File: src/rtl/alu_pkg.sv
// Shared ALU definitions.
//   alu_op_t      : op tag carried alongside an ALU result
//   stage_state_t : occupancy state of the ALU result stage
//   ALU_N         : ALU datapath width
package alu_pkg;

  localparam int ALU_N = 32;

  typedef enum logic [3:0] {
    ALU_AND = 4'h0,
    ALU_OR  = 4'h1,
    ALU_ADD = 4'h2,
    ALU_SUB = 4'h3
  } alu_op_t;

  // EMPTY: no entry; ONE: main entry valid; TWO: main and skid entries valid.
  typedef enum logic [1:0] {
    EMPTY = 2'd0,
    ONE   = 2'd1,
    TWO   = 2'd2
  } stage_state_t;

endpackage

File: src/rtl/alu_flag_gen.sv
// Combinational result-flag generator.
//   f    : in  [N-1:0] result to inspect
//   zero : out         1 when f is all zeros
//   neg  : out         sign bit of f (two's complement)
module alu_flag_gen #(
  parameter int N = 32
) (
  input  logic [N-1:0] f,
  output logic         zero,
  output logic         neg
);

  assign zero = (f == {N{1'b0}});
  assign neg  = f[N-1];

endmodule

File: src/rtl/alu_result_stage.sv
// Registered output stage behind the ALU function units. Captures the ALU
// result and its op tag, derives zero/negative flags at capture time, and
// hands entries to the consumer through a two-entry skid buffer.
//   clk, rst_n            : clock, asynchronous active-low reset
//   in_valid/in_ready     : producer handshake, F and in_op are the payload
//   out_valid/out_ready   : consumer handshake
//   out_result/out_op     : captured result and op tag (main entry)
//   out_zero/out_neg      : flags computed from F when it was captured
//
// Handshake: a transfer happens on a rising edge where valid && ready are
// both high. The sender keeps valid and payload stable until it transfers;
// ready may be high without valid. in_ready and out_valid are decoded from
// the state register only, so no input reaches them combinationally.
module alu_result_stage
  import alu_pkg::*;
#(
  parameter int N    = ALU_N,
  parameter int OP_W = 4
) (
  input  logic            clk,
  input  logic            rst_n,
  input  logic            in_valid,
  output logic            in_ready,
  input  logic [N-1:0]    F,
  input  logic [OP_W-1:0] in_op,
  output logic            out_valid,
  input  logic            out_ready,
  output logic [N-1:0]    out_result,
  output logic [OP_W-1:0] out_op,
  output logic            out_zero,
  output logic            out_neg
);

  stage_state_t state;

  // Main entry drives out_*; skid holds the one extra result accepted
  // while the consumer stalls.
  logic [N-1:0]    main_result, skid_result;
  logic [OP_W-1:0] main_op,     skid_op;
  logic            main_zero,   skid_zero;
  logic            main_neg,    skid_neg;

  logic f_zero, f_neg;
  logic push, pop;

  alu_flag_gen #(.N(N)) u_flag_gen (
    .f    (F),
    .zero (f_zero),
    .neg  (f_neg)
  );

  assign in_ready  = (state != TWO);
  assign out_valid = (state != EMPTY);
  assign push      = in_valid & in_ready;
  assign pop       = out_valid & out_ready;

  assign out_result = main_result;
  assign out_op     = main_op;
  assign out_zero   = main_zero;
  assign out_neg    = main_neg;

  always_ff @(posedge clk or negedge rst_n) begin
    if (!rst_n) begin
      state       <= EMPTY;
      main_result <= '0;
      main_op     <= '0;
      main_zero   <= 1'b0;
      main_neg    <= 1'b0;
      skid_result <= '0;
      skid_op     <= '0;
      skid_zero   <= 1'b0;
      skid_neg    <= 1'b0;
    end else begin
      case (state)
        EMPTY: begin
          if (push) begin
            main_result <= F;
            main_op     <= in_op;
            main_zero   <= f_zero;
            main_neg    <= f_neg;
            state       <= ONE;
          end
        end
        ONE: begin
          if (push && !pop) begin
            // Consumer stalled: park the new result behind the main entry.
            skid_result <= F;
            skid_op     <= in_op;
            skid_zero   <= f_zero;
            skid_neg    <= f_neg;
            state       <= TWO;
          end else if (push && pop) begin
            // Main entry leaves this edge, so the new result replaces it.
            main_result <= F;
            main_op     <= in_op;
            main_zero   <= f_zero;
            main_neg    <= f_neg;
          end else if (pop) begin
            state <= EMPTY;
          end
        end
        TWO: begin
          if (pop) begin
            main_result <= skid_result;
            main_op     <= skid_op;
            main_zero   <= skid_zero;
            main_neg    <= skid_neg;
            state       <= ONE;
          end
        end
        default: state <= EMPTY;
      endcase
    end
  end

endmodule

File: config.mk
export PLATFORM = sky130hd
export DESIGN_NAME = alu_result_stage
export DESIGN_NICKNAME = d
export VERILOG_FILES = /design/src/rtl/alu_pkg.sv /design/src/rtl/alu_flag_gen.sv /design/src/rtl/alu_result_stage.sv
export SDC_FILE = /design/constraint.sdc
export NUM_CORES = 1
export LEC_CHECK = 0
export CORE_UTILIZATION = 51
export CTS_CLUSTER_DIAMETER = 120
export DETAILED_ROUTE_END_ITERATION = 6
export PLACE_DENSITY_LB_ADDON = 0.3
export SLEW_MARGIN = 20
export SYNTH_ARGS = -nofsm -noshare
export SYNTH_HDL_FRONTEND = slang
export SYNTH_SLANG_ARGS = --single-unit
File: constraint.sdc
create_clock -name clk -period 1.8 [get_ports clk]
set_input_delay 0.36 -clock clk [delete_from_list [all_inputs] [get_ports clk]]
set_output_delay 0.36 -clock clk [all_outputs]
set_load 0.1 [all_outputs]
==> flow_summary_export.csv <==
group,metric,value,unit
floorplanning,die-height,88.56,microns
global_route,first_global_vias,2579,
finish,layout_common_cells,"76 x sky130_fd_sc_hd__dfrtp_1, 49 x sky130_fd_sc_hd__buf_12, 38 x sky130_fd_sc_hd__clkdlybuf4s50_1",
clocking,clock-root-buffer,"sky130_fd_sc_hd__clkbuf_8",
route,drt.antenna.violating_nets,0,
timing,final_period_minus_worst_setup_slack,1705,ps
synthesis,net_count_after_synthesis,307,
clocking,cts.sinks,76,
clocking,cts.repair_timing.setup_buffer_count,1,
critical_path,cp_slowest_stage_delay,460,ps
critical_path,worstSetupEndpointType,"output pin",
synthesis,avgSynthCellArea,14.31,sq um
finish,syn2layout_area_growth,44.76,%
global_route,grt_usage,21.52,%
timing,timing.final.crit_share,94.71,%
global_route,grt_overflow,0,
route,drt-wirelength-per-cell,16.10,microns
timing,report.final.slew_viol_count,0,
clocking,ctsLongestPathBuffers,2,
route,vias_per_cell,5.136,
placement,placedCellCount,461,
placement,numPortBuffers,79,
critical_path,path_cells,"or2_2 -> buf_12",
timing,max_slew.worst_pin.slew,407.6,ps
finish,finalInstanceArea,5532,sq um
timing,grt_setup_unrepaired,"false",
route,totalWireLength,7694,microns
global_route,grt_first_pass_wirelength,12420,microns
route,detail_route.drc_violations,0,
synthesis,synth_unique_cells,27,
critical_path,critPathBufInv,1,
critical_path,critical_path.max_fanout,6,
floorplanning,fp.dieW,88.56,microns
finish,layoutNonFillerInstCount,478,
critical_path,critical_path.startpoint_type,"register",
timing,smallest_hold_slack,6.656,ps
global_route,antenna_found_initial,0,
timing,max_freq,586.6,MHz
global_route,pin_count_of_the_biggest_net_entering_global_routing,77,
critical_path,crit_slowest_cell,"sky130_fd_sc_hd__dfrtp_1",
finish,layout.nets,414,
placement,dp_hpwl,5371,microns
timing,clock-skew-final,6.543,ps
placement,dpl_cell_area,5308,sq um
clocking,cts_resized,0,
timing,finalSetupViolations,0,
critical_path,arrival_time_reported_for_the_critical_path_endpoint,1340,ps
clocking,cts-hold-fix-buffers,0,
synthesis,ys_seq_area_share,49.77,%
power_and_ir_drop,irDropWorstVdd,1.018,mV
finish,final_core_util,76.26,%
route,drt_first_pass_iters,4,
synthesis,ys_seq_elements,76,
finish,mostFrequentLayoutCell,"sky130_fd_sc_hd__dfrtp_1",
clocking,cts_max_level,3,
timing,timing_hold_violations_final,0,
timing,timing.slew.headroom,72.83,%
finish,final_layout_size_suffix_gt1_share,51.45,%
floorplanning,ios,80,
clocking,worst_skew_pair.late_latency,350,ps
clocking,cts_tree,"built",
job,timing.max_cap.violations,0,
min_path,worst_hold_path_type,"in -> async",
power_and_ir_drop,power_density,1597,nW/um^2
power_and_ir_drop,power,0.008832,W
floorplanning,initial_utilization,52.68,%
status,run_status,"complete, no violations",
synthesis,ys.warnings.count,0,
floorplanning,rows,31,
power_and_ir_drop,cell_leakage_power,2.246,nW
synthesis,mappedNetlistArea,3821,sq um
critical_path,timing.setup.critical_path_class,"reg -> out",
clocking,total_clock_buffers_created_by_cts,9,
finish,antenna-diode-count,0,
floorplanning,die_area,7843,sq um
placement,finalWeightedCongestion,0.7357,
finish,nFillCells,440,
critical_path,timing.critical_path.required,1440,ps
synthesis,netlist_instances,267,
floorplanning,floorplan.core_area,7253,sq um
route,route.vias.total,2455,
critical_path,timing.critical_path.max_delay_family,"flip-flops",
route,detailedRoute.firstIterationViolations,115,
clocking,clkSlewWorstSetupHoldPaths,80,ps
[metal layers]
metal / GRT usage [%] / part of all wire [%] / vias to the layer above
li1: - / - / 1145
met4: 8.944 / 1.8 / 0
met2: 34.55 / 50 / 55
met3: 6.063 / 4.4 / 14
met5: 0 / 0 / -
met1: 27.54 / 44 / 1241
[worst paths after layout]
check | startpoint | slack, ps | cells past startpoint | endpoint
max | state[1]$_DFFE_PN0P_ | 100 | 2 | out_valid
min | rst_n | 7 | 2 | out_result[17]$_DFFE_PN0P_
max reg2reg | state[1]$_DFFE_PN0P_ | 280 | 5 | out_result[6]$_DFFE_PN0P_
min reg2reg | skid_result[26]$_DFFE_PN0P_ | 510 | 1 | skid_result[26]$_DFFE_PN0P_
max in group asynchronous | rst_n | 1460 | 2 | out_op[1]$_DFFE_PN0P_
min in group clk | skid_result[26]$_DFFE_PN0P_ | 510 | 1 | skid_result[26]$_DFFE_PN0P_
[report_power, final]
group	leakage (nW)	switching (W)	internal [W]
Clock	0.113	0.000624	0.000812
Sequential	0.874	0.000578	0.00228
Combinational	1.26	0.00263	0.00191
Total	2.25	0.00383	0.00500
[cell families after synthesis]
group	count (synthesis)	synth area share [%]
mux	73	23.28
flops	76	49.77
buf+inv	19	5.665
compound gates	43	8.906
simple gates	56	12.38
[area by class of cell]
| type | instances | area [sq um] | area share (%) |
|---|---|---|---|
| Tap cell | 99 | 123.9 | 2.239 |
| Inverter | 1 | 7.507 | 0.1357 |
| Sequential cell | 76 | 1902 | 34.38 |
| Clock buffer | 11 | 141.4 | 2.556 |
| Multi-Input combinational cell | 172 | 1718 | 31.06 |
| Timing Repair Buffer | 114 | 1564 | 28.27 |
| Clock inverter | 5 | 75.07 | 1.357 |
[state kept, by name (all words and copies together) (netlist names)]
name         count
out_result      32
skid_result     32
out_op           4
skid_op          4
state            2
out_zero         1
skid_zero        1
[cells in the mapped netlist]
cell type,number,area [sq um]
sky130_fd_sc_hd__a21oi_1,9,45.04
sky130_fd_sc_hd__a21oi_2,30,262.8
sky130_fd_sc_hd__a22o_2,1,10.01
sky130_fd_sc_hd__buf_12,3,60.06
sky130_fd_sc_hd__buf_2,2,10.01
sky130_fd_sc_hd__buf_4,4,30.03
sky130_fd_sc_hd__buf_6,6,67.56
sky130_fd_sc_hd__buf_8,3,45.04
sky130_fd_sc_hd__dfrtp_1,76,1902
sky130_fd_sc_hd__inv_1,1,3.750
sky130_fd_sc_hd__mux2_2,7,78.83
sky130_fd_sc_hd__mux2_4,30,450.4
sky130_fd_sc_hd__mux2i_1,36,360.4
sky130_fd_sc_hd__nand2_1,1,3.750
sky130_fd_sc_hd__nand2b_2,1,8.760
sky130_fd_sc_hd__nand4_1,2,12.51
sky130_fd_sc_hd__nor2_1,9,33.78
sky130_fd_sc_hd__nor2_2,3,18.77
sky130_fd_sc_hd__nor2_4,27,304.0
sky130_fd_sc_hd__nor2b_1,2,12.51
sky130_fd_sc_hd__nor2b_2,1,8.760
sky130_fd_sc_hd__nor2b_4,1,13.76
sky130_fd_sc_hd__nor4_1,8,50.05
sky130_fd_sc_hd__o21a_1,1,7.510
sky130_fd_sc_hd__o22ai_1,1,6.260
sky130_fd_sc_hd__o311ai_1,1,8.760
sky130_fd_sc_hd__or2_2,1,6.260
[worst register-to-register path, stage by stage (launching register included)]
cell                      delay, ps
sky130_fd_sc_hd__dfrtp_1        470
sky130_fd_sc_hd__nor2b_4        230
sky130_fd_sc_hd__buf_4          160
sky130_fd_sc_hd__buf_12         190
sky130_fd_sc_hd__mux2i_1        290
sky130_fd_sc_hd__a21oi_2         80
[metrics by stage]
stage               TNS [ps]  worst slack (ps)
detailed placement     -7471            -197.3
finish                     0             95.26
global route               0             31.36
CTS                        0             98.62
floorplan                  0             55.77
global placement       -4887            -189.3
No activity file was read; power rests on OpenSTA's default activity.
